--- src/rtl/rvfi_check_pkg.sv ---
// Shared types and constants for the RVFI instruction-memory consistency checkers.
package rvfi_check_pkg;

   typedef enum logic {
      EMPTY   = 1'b0,
      LATCHED = 1'b1
   } slot_state_e;

   localparam logic [2:0] ERR_SLOT_ALIGN = 3'd7;
   localparam int         CHECK_COUNT_W  = 16;

endpackage

--- src/rtl/rvfi_imem_slot.sv ---
// One tracked halfword: latches the first fetched copy, flags later fetches that disagree,
// and forgets the copy when a store touches either of its two bytes.
module rvfi_imem_slot
   import rvfi_check_pkg::*;
#(
   parameter int XLEN = 32,
   parameter int NRET = 1
) (
   input  logic                   clk,
   input  logic                   resetn,
   input  logic [XLEN-1:0]        track_addr_i,
   input  logic [NRET-1:0]        rvfi_valid_i,
   input  logic [NRET*32-1:0]     rvfi_insn_i,
   input  logic [NRET*XLEN-1:0]   rvfi_pc_rdata_i,
   input  logic [NRET*XLEN-1:0]   rvfi_mem_addr_i,
   input  logic [NRET*XLEN/8-1:0] rvfi_mem_wmask_i,
   output logic                   slot_valid_o,
   output logic [15:0]            slot_data_o,
   output logic [NRET-1:0]        cmp_o,
   output logic [NRET-1:0]        mis_o
);

   localparam int NB = XLEN/8;
   localparam int LB = $clog2(NB);

   slot_state_e     state_q, state_d;
   logic [15:0]     data_q, data_d;
   logic [XLEN-1:0] a, pc, ma;
   logic [31:0]     insn;
   logic [NB-1:0]   wm;
   logic [15:0]     hw;
   logic            lo, hi, st_hit;

   assign a = track_addr_i & ~XLEN'(1);

   always_ff @(posedge clk) begin
      if (!resetn) begin
         state_q <= EMPTY;
         data_q  <= '0;
      end else begin
         state_q <= state_d;
         data_q  <= data_d;
      end
   end

   // Channels are walked in order so a latch or store on channel i is seen by channel i+1.
   always_comb begin
      state_d = state_q;
      data_d  = data_q;
      cmp_o   = '0;
      mis_o   = '0;
      pc      = '0;
      ma      = '0;
      insn    = '0;
      wm      = '0;
      hw      = '0;
      lo      = 1'b0;
      hi      = 1'b0;
      st_hit  = 1'b0;
      for (int c = 0; c < NRET; c++) begin
         pc   = rvfi_pc_rdata_i[c*XLEN +: XLEN];
         ma   = rvfi_mem_addr_i[c*XLEN +: XLEN];
         insn = rvfi_insn_i[c*32 +: 32];
         wm   = rvfi_mem_wmask_i[c*NB +: NB];
         lo   = rvfi_valid_i[c] && (pc == a);
         hi   = rvfi_valid_i[c] && (insn[1:0] == 2'b11) && ((pc + XLEN'(2)) == a);
         hw   = lo ? insn[15:0] : insn[31:16];
         if (lo || hi) begin
            if (state_d == EMPTY) begin
               state_d = LATCHED;
               data_d  = hw;
            end else begin
               cmp_o[c] = 1'b1;
               mis_o[c] = (hw != data_d);
            end
         end
         // A is even, so A and A+1 always share one aligned word.
         st_hit = rvfi_valid_i[c] && (ma[XLEN-1:LB] == a[XLEN-1:LB]) &&
                  (wm[{a[LB-1:1], 1'b0}] || wm[{a[LB-1:1], 1'b1}]);
         if (st_hit) state_d = EMPTY;
      end
   end

   always_comb begin
      slot_valid_o = (state_q == LATCHED);
      slot_data_o  = data_q;
   end

endmodule

--- src/rtl/rvfi_imem_track_check.sv ---
// Instruction-memory consistency checker over RVFI: NADDR tracked halfwords, saturating
// compare counter and a first-error record.
module rvfi_imem_track_check
   import rvfi_check_pkg::*;
#(
   parameter int XLEN       = 32,
   parameter int NRET       = 1,
   parameter int NADDR      = 2,
   parameter int COMPRESSED = 1
) (
   input  logic                     clk,
   input  logic                     resetn,
   input  logic [NADDR*XLEN-1:0]    track_addr,
   input  logic [NRET-1:0]          rvfi_valid,
   input  logic [NRET*64-1:0]       rvfi_order,
   input  logic [NRET*32-1:0]       rvfi_insn,
   input  logic [NRET*XLEN-1:0]     rvfi_pc_rdata,
   input  logic [NRET*XLEN-1:0]     rvfi_mem_addr,
   input  logic [NRET*XLEN/8-1:0]   rvfi_mem_wmask,
   output logic [NADDR-1:0]         slot_valid,
   output logic [NADDR*16-1:0]      slot_data,
   output logic [CHECK_COUNT_W-1:0] check_count,
   output logic                     err,
   output logic [2:0]               err_slot,
   output logic [63:0]              err_order
);

   logic [NADDR-1:0][NRET-1:0] cmp, mis;

   logic [CHECK_COUNT_W-1:0] cnt_q, cnt_d;
   logic [CHECK_COUNT_W:0]   cnt_sum;
   logic                     err_q, err_d;
   logic [2:0]               err_slot_q, err_slot_d;
   logic [63:0]              err_order_q, err_order_d;
   logic                     new_err;
   logic [2:0]               new_slot;
   logic [63:0]              new_order;

   for (genvar s = 0; s < NADDR; s++) begin : g_slot
      rvfi_imem_slot #(
         .XLEN (XLEN),
         .NRET (NRET)
      ) u_slot (
         .clk              (clk),
         .resetn           (resetn),
         .track_addr_i     (track_addr[s*XLEN +: XLEN]),
         .rvfi_valid_i     (rvfi_valid),
         .rvfi_insn_i      (rvfi_insn),
         .rvfi_pc_rdata_i  (rvfi_pc_rdata),
         .rvfi_mem_addr_i  (rvfi_mem_addr),
         .rvfi_mem_wmask_i (rvfi_mem_wmask),
         .slot_valid_o     (slot_valid[s]),
         .slot_data_o      (slot_data[s*16 +: 16]),
         .cmp_o            (cmp[s]),
         .mis_o            (mis[s])
      );
   end

   always_comb begin
      cnt_sum = {1'b0, cnt_q};
      for (int s = 0; s < NADDR; s++)
         for (int c = 0; c < NRET; c++)
            cnt_sum = cnt_sum + {{CHECK_COUNT_W{1'b0}}, cmp[s][c]};
      cnt_d = cnt_sum[CHECK_COUNT_W] ? '1 : cnt_sum[CHECK_COUNT_W-1:0];
   end

   // Priority: lowest channel, then lowest slot, then the alignment check of that channel.
   always_comb begin
      new_err   = 1'b0;
      new_slot  = '0;
      new_order = '0;
      for (int c = 0; c < NRET; c++) begin
         for (int s = 0; s < NADDR; s++) begin
            if (!new_err && mis[s][c]) begin
               new_err   = 1'b1;
               new_slot  = 3'(s);
               new_order = rvfi_order[c*64 +: 64];
            end
         end
         if (COMPRESSED == 0 && !new_err && rvfi_valid[c] && rvfi_pc_rdata[c*XLEN+1]) begin
            new_err   = 1'b1;
            new_slot  = ERR_SLOT_ALIGN;
            new_order = rvfi_order[c*64 +: 64];
         end
      end
   end

   always_comb begin
      err_d       = err_q;
      err_slot_d  = err_slot_q;
      err_order_d = err_order_q;
      if (new_err && !err_q) begin
         err_d       = 1'b1;
         err_slot_d  = new_slot;
         err_order_d = new_order;
      end
   end

   always_ff @(posedge clk) begin
      if (!resetn) begin
         cnt_q       <= '0;
         err_q       <= 1'b0;
         err_slot_q  <= '0;
         err_order_q <= '0;
      end else begin
         cnt_q       <= cnt_d;
         err_q       <= err_d;
         err_slot_q  <= err_slot_d;
         err_order_q <= err_order_d;
      end
   end

`ifdef FORMAL
   always_comb if (resetn) assert (!new_err);
`endif

   assign check_count = cnt_q;
   assign err         = err_q;
   assign err_slot    = err_slot_q;
   assign err_order   = err_order_q;

endmodule

--- config.mk ---
export PLATFORM = sky130hd
export DESIGN_NAME = rvfi_imem_track_check
export DESIGN_NICKNAME = d
export VERILOG_FILES = /design/src/rtl/rvfi_check_pkg.sv /design/src/rtl/rvfi_imem_slot.sv /design/src/rtl/rvfi_imem_track_check.sv
export SDC_FILE = /design/constraint.sdc
export NUM_CORES = 1
export LEC_CHECK = 0
export CAP_MARGIN = 20
export CORE_MARGIN = 2
export CORE_UTILIZATION = 34
export DETAILED_ROUTE_END_ITERATION = 8
export PLACE_DENSITY_LB_ADDON = 0.25
export SLEW_MARGIN = 20
export SYNTH_ARGS = -nofsm -noshare
export SYNTH_HDL_FRONTEND = slang
export SYNTH_SLANG_ARGS = --single-unit
--- constraint.sdc ---
create_clock -name clk -period 7.3 [get_ports clk]
set_clock_uncertainty 0.2 [all_clocks]
set_input_delay 1.825 -clock clk [delete_from_list [all_inputs] [get_ports clk]]
set_output_delay 1.825 -clock clk [all_outputs]
set_load 0.005 [all_outputs]
==> impl_metrics.csv <==
group,metric,value,unit
synth,seq_area_frac_synth,25.7,%
hold_path,min-delay-start,"err_slot[0]$_SDFFE_PN0P_",
die,num_io_pins,349,
detailed_routing,drcViolationCount,0,
timing,period_share,92.8,%
clock_network,clkTransAtPathRegs,0.06,ns
die,fp.dieArea,27800,um2
timing,finalSetupViolCount,0,
synth,synth_edf_count,0,
clock_network,cts_tree,"done",
synth,synth_top_family_by_area,"simple AND/OR/NAND/NOR gates",
synth,ys_top_cells_by_count,"128 x nor2_1, 125 x xor2_1, 116 x dfxtp_1",
synth,synth_adder_area_share,0.499,%
clock_network,cts-hold-fix-buffers,0,
detailed_routing,wl,41000,um
synth,synth_cells,1069,
synth,synth.most_common_cell,"nor2_1",
critical_path,startpoint_type,"primary input",
synth,muxShareOfSynthArea,14.3,%
critical_path,r2r-start,"g_slot[0].u_slot.slot_data_o[8]$_SDFFE_PN0P_",
clock_network,root_buffer,"clkbuf_16",
critical_path,crit_type,"primary input to flop",
place,dpl_worst_slack,0.264,ns
die,num_rows,59,
critical_path,reg2regPathDepth,10,
detailed_routing,dr.pass1.iters,7,
hold_path,min_to,"err_slot[0]$_SDFFE_PN0P_",
status,status,"finished, final reports clean",
pwr,p_leak,4.64,nW
place,place_inst,1736,
cells_and_area,fin_cells,1769,
timing,final_max_slew_viol_count,0,
pwr,vdd_drop_max,0.000153,V
synth,synth_top_area_share,25.7,%
synth,synth_cell_types,81,
synth,synth_compound_area_share,9.28,%
synth,syn_avg_cell_area,8.44,um2
timing,fin_ws,0.528,ns
clock_network,cts_resized,0,
timing,finalHoldViolCount,0,
detailed_routing,vias,9797,
pwr,p_per_area,140,nW/um2
critical_path,r2r-end,"err_order[12]$_SDFFE_PN0P_",
die,fp.dieW,167,um
detailed_routing,drt_iter0_markers,843,
timing,clock.fmax,148,MHz
timing,slew_headroom,37.2,%
clock_network,post-cts-setup-buffer-count,0,
global_routing,grt_usage,28.4,%
timing,rsz0062_at_grt,"no",
cells_and_area,syn2layout_area_growth,50.5,%
clock_network,clock_sinks,116,
timing,worstMarginPinSlew,0.941,ns
synth,synth_simple_gate_area_share,23.8,%
global_routing,grt_antenna_before_repair,1,
pwr,total_power,1.91,mW
synth,synthXorXnorAreaFrac,21.5,%
global_routing,grt_max_degree,66,
cells_and_area,nNetsFinal,1654,
detailed_routing,drtAntennaViolNets,0,
synth,async_flop_share,0,%
global_routing,grt_pass1_vias,9906,
die,core-area,26100,um2
hold_path,hold_path_depth,1,
flow_run,max_cap_viol_count,0,
synth,synth_ff_type,"dfxtp_1",
global_routing,gr-total-overflow,0,
timing,tns,0,ns
cells_and_area,drive_gt1_share,8.65,%
critical_path,worst_ep_required_time,7.37,ns
detailed_routing,routed_via_density,5.54,
synth,synthTopCellsByArea,"dfxtp_1 26%, xor2_1 12%, mux2i_1 12%, xnor2_1 9.1%, nor2_1 5.3%",
place,place_congestion,1.01,
synth,syn-cell-area,9020,um2
hold_path,min_path_type,"flop to flop",
critical_path,critPathMaxFanout,6,
die,start_util,34.6,%
cells_and_area,n_fill_cell,2484,
critical_path,regToRegSetupSlack,4.11,ns
critical_path,critPathMaxStageDelay,0.59,ns
cells_and_area,post-route-util,52.1,%
critical_path,end_kind,"flop",
synth,yosys_warnings,0,
clock_network,cts_buffer_depth,2,
clock_network,cts_buffers,17,
critical_path,slowest_stage,"clkdlybuf4s50_1",
place,dp_hpwl,33400,um
synth,yosysTopAreaCell,"dfxtp_1",
die,die_h,167,um
place,place.port_buffers,342,
clock_network,htree_levels,4,
critical_path,cp.arrival,6.84,ns
global_routing,grt_pass1_wl,60300,um
critical_path,crit_chain,"clkdlybuf4s50_1 -> ha_1 -> and4_1 -> nand2_1 -> xor2_1 -> nor3_1 -> nand4_1 -> or4b_1 -> o41ai_1 -> buf_4 -> nand2_1 -> fa_1 -> inv_1 -> ha_1 -> buf_4 -> nand3_1 -> nor2_1 -> nand4_1 -> mux2i_1 -> nor2_1",
clock_network,clk_latency,0.42,ns
synth,synth-seq-cells,116,
detailed_routing,wl_per_cell,23.2,um
timing,layout_min_cycle_time,6.77,ns
[layout make-up]
class | count | area (um2) | area share [%]
timing repair buffer | 394 | 3840 | 28.3
sequential | 116 | 2320 | 17.1
antenna | 1 | 2.50 | 0.0184
multi-input combinational | 861 | 6290 | 46.4
tap | 335 | 419 | 3.09
inverter | 30 | 114 | 0.839
clock buffer | 18 | 429 | 3.16
clock inverter | 14 | 155 | 1.14
[worst max-delay path by stage]
| stage | start | end |
|---|---|---|
| 2_1_floorplan | rvfi_pc_rdata[1] | check_count[10]$_SDFF_PN0_ |
| 5_1_grt | rvfi_pc_rdata[2] | check_count[5]$_SDFF_PN0_ |
| 6_report | rvfi_pc_rdata[2] | check_count[12]$_SDFF_PN0_ |
| 3_3_place_gp | rvfi_pc_rdata[2] | check_count[0]$_SDFF_PN0_ |
| 3_5_place_dp | rvfi_pc_rdata[2] | check_count[4]$_SDFF_PN0_ |
| 4_1_cts | rvfi_pc_rdata[2] | check_count[12]$_SDFF_PN0_ |
[where the power goes]
part	internal, mW	switching, mW
combinational	0.206	0.235
clock	0.506	0.325
sequential	0.633	0.000000000225
[worst max-delay path, delay by kind of cell]
kind / cells / cell delay, ns
AOI/OAI and AO/OA: 1 / 0.44
xor gates and xnor gates: 1 / 0.19
adders and majority gates: 3 / 0.98
buffers and inverters: 4 / 0.98
muxes: 1 / 0.18
and+or+nand+nor: 10 / 2.24
[sequential cells by signal, indices dropped and copies added, names as in the netlist]
| signal | count |
|---|---|
| err | 1 |
| g_slot.u_slot.slot_data_o | 32 |
| err_order | 64 |
| g_slot.u_slot.slot_valid_o | 2 |
| check_count | 16 |
| err_slot | 1 |
[placed cells by master, fill, tap and decap left out, types with 13 or more instances in the layout]
| master | synthesis | layout |
|---|---|---|
| nand2_1 | 31 | 31 |
| nor4_1 | 37 | 36 |
| inv_1 | 29 | 29 |
| dfxtp_1 | 116 | 116 |
| nor3_1 | 23 | 23 |
| a21oi_1 | 29 | 29 |
| clkdlybuf4s50_1 | 0 | 342 |
| clkbuf_16 | 0 | 17 |
| xor2_1 | 125 | 125 |
| mux2_2 | 22 | 22 |
| nand4_1 | 60 | 60 |
| o21ai_0 | 20 | 20 |
| mux2i_1 | 104 | 104 |
| nand3_1 | 22 | 22 |
| xnor2_1 | 94 | 94 |
| and3_1 | 13 | 13 |
| nor2_1 | 128 | 127 |
| buf_4 | 7 | 50 |
[metrics by stage]
stage                     area (um2)  hold WS [ns]
after global routing           13600         0.321
final                          13600         0.282
after CTS                      13600         0.283
after detailed placement       13000         0.270
after global placement         13000         0.270
after floorplan                 9020         0.281
[cell families after synthesis]
kind of cell,after synthesis
DFF,116
adders and majority gates,3
muxes,126
and+or+nand+nor,392
AOI/OAI and AO/OA,118
xor gates and xnor gates,220
other,1
buffers and inverters,93
[metal layers]
layer	routed length, um	part of all wire, %	track usage (%)	vias up
met1	17200	42	35.9	4647
met2	18900	46	46.6	511
met5	0	0	0	-
met3	3450	8.4	7.20	78
met4	1410	3.5	10.8	0
li1	-	-	-	4561
No activity file was read; power rests on OpenSTA's default activity.
==> patch: new RTL, same settings <==
Change the parameter `COMPRESSED` from 1 to 0.
--- a/src/rtl/rvfi_imem_track_check.sv
+++ b/src/rtl/rvfi_imem_track_check.sv
@@ -6,7 +6,7 @@
    parameter int XLEN       = 32,
    parameter int NRET       = 1,
    parameter int NADDR      = 2,
-   parameter int COMPRESSED = 1
+   parameter int COMPRESSED = 0
 ) (
    input  logic                     clk,
    input  logic                     resetn,
Check against the original RTL: not equivalent (Yosys sat finds a counterexample within 4 cycles, from zero or initial values and one cycle with resetn low).
==> patch against the original RTL <==
- worst setup slack improved by 0.084 ns
- wire length decreased by 5.8%
- area after synthesis increased by 0.96%
- sequential cell count increased by 1
- clock power decreased by 0.6%
- fmax increased by 1.3%
- non-clock buffer count decreased by 5
- power increased by 5.3%
- critical path depth decreased by 4
- cell area decreased by 0.46%
- combinational power increased by 16%
- critical path type unchanged
==> patch: results (changes against the original RTL) <==
power_switching_share_pct: 30.7  # +1.3 points
buffer_area_share_pct: 28.1  # -0.22 points
timing.critical_path.arrival_ns: 6.81  # -0.03 ns
wirelength_met1_um: 16600  # -3.3%
critical_path.reg2reg.startpoint: "g_slot[0].u_slot.slot_data_o[1]$_SDFFE_PN0P_"
detailed_routing_iteration_count_for_the_pre_antenna_repair_pass: 5  # -2
final_layout_size_suffix_gt1_share_pct: 8.04  # -0.62 points
fraction_of_standard_cell_area_in_multi_input_logic_pct: 46.4  # +0.057 points
port-buffer-count: 344  # +0.58%
yosys.area_share.xor_xnor_pct: 21.2  # -0.29 points
nMultiInputCombCells: 900  # +4.5%
async_reset_ff_share_pct: 0  # unchanged
met3_wirelength_from_detailed_routing_um: 3320  # -3.7%
post_synthesis_mux_area_share_pct: 13.4  # -0.85 points
wl_per_cell_um: 21.4  # -7.6%
grt_max_degree: 109  # +65%
setup_slack_ns: 0.612  # +0.0839 ns
post_layout_nonfiller_instances: 1804  # +2.0%
final_net_count: 1689  # +2.1%
timing.critical_path.to: "check_count[0]$_SDFF_PN0_"
reg2reg_setup_slack_ns: 4.31  # +0.20 ns
detailroute.wirelength.met2_um: 17400  # -7.9%
powerDensity_mw_per_mm2: 149  # +5.8%
static-leakage-power_nw: 4.74  # +2.1%
capture_instance_of_the_worst_register_to_register_path: "err_order[26]$_SDFFE_PN0P_"
synth.cells.most_frequent: "sky130_fd_sc_hd__nand2_1, sky130_fd_sc_hd__dfxtp_1, sky130_fd_sc_hd__xnor2_1"
power.share.combinational_pct: 25.5  # +2.3 points
initial_antenna_violation_count: 2  # +1
post_drt_via_cell_ratio: 5.31  # -4.2%
timing.critical_path.fanout_max: 9  # +3
sequential_element_share_of_the_synthesized_area_pct: 25.7  # about the same
outcome: "finished, final reports clean"
grt_first_pass_wirelength_um: 57900  # -4.0%
worst_setup_path_startpoint: "rvfi_pc_rdata[13]"
max_slew_margin_pct: 23.7  # -13 points
clkCellAreaFrac_pct: 4.23  # -0.073 points
routed.top_layer: "met5"
first_iter_violations: 736  # -13%
critical_path.max_stage_delay_ns: 0.79  # +0.20 ns
mapped_avg_cell_area_sq_um: 8.20  # -2.9%
pre_cts_slack_ns: 0.337  # +0.0731 ns
maximum_resistive_drop_on_vdd_v: 0.000135  # -12%
synth.lib_cells_used.distinct: 74  # -8.6%
seqPwrFrac_pct: 33.3  # about the same
## patch: changes by cell type in the layout (fill, tap and decap cells not counted), moves of 5 or more
cell | before | now
sky130_fd_sc_hd__nand4_1 | 60 | 43
sky130_fd_sc_hd__a21oi_1 | 29 | 37
sky130_fd_sc_hd__nor2_1 | 127 | 49
sky130_fd_sc_hd__o22ai_1 | 9 | 2
sky130_fd_sc_hd__mux2i_1 | 104 | 93
sky130_fd_sc_hd__xor2_1 | 125 | 98
sky130_fd_sc_hd__buf_4 | 50 | 45
sky130_fd_sc_hd__o21ai_0 | 20 | 35
sky130_fd_sc_hd__nand2_1 | 31 | 179
sky130_fd_sc_hd__and3_1 | 13 | 6
sky130_fd_sc_hd__xnor2_1 | 94 | 115
## patch: worst min path at each step
| stage | startpoint | cells after the start | to | slack, ns |
|---|---|---|---|---|
| after global placement | err_order[14]$_SDFFE_PN0P_ | 2 | err_order[14]$_SDFFE_PN0P_ | 0.24 |
| after detailed placement | err_order[27]$_SDFFE_PN0P_ | 2 | err_order[27]$_SDFFE_PN0P_ | 0.25 |
| after global routing | err_order[34]$_SDFFE_PN0P_ | 2 | err_order[34]$_SDFFE_PN0P_ | 0.28 |
| after CTS | err_order[36]$_SDFFE_PN0P_ | 2 | err_order[36]$_SDFFE_PN0P_ | 0.26 |
| final | err_order[42]$_SDFFE_PN0P_ | 2 | err_order[42]$_SDFFE_PN0P_ | 0.25 |
| after floorplan | err_order[0]$_SDFFE_PN0P_ | 2 | err_order[0]$_SDFFE_PN0P_ | 0.25 |
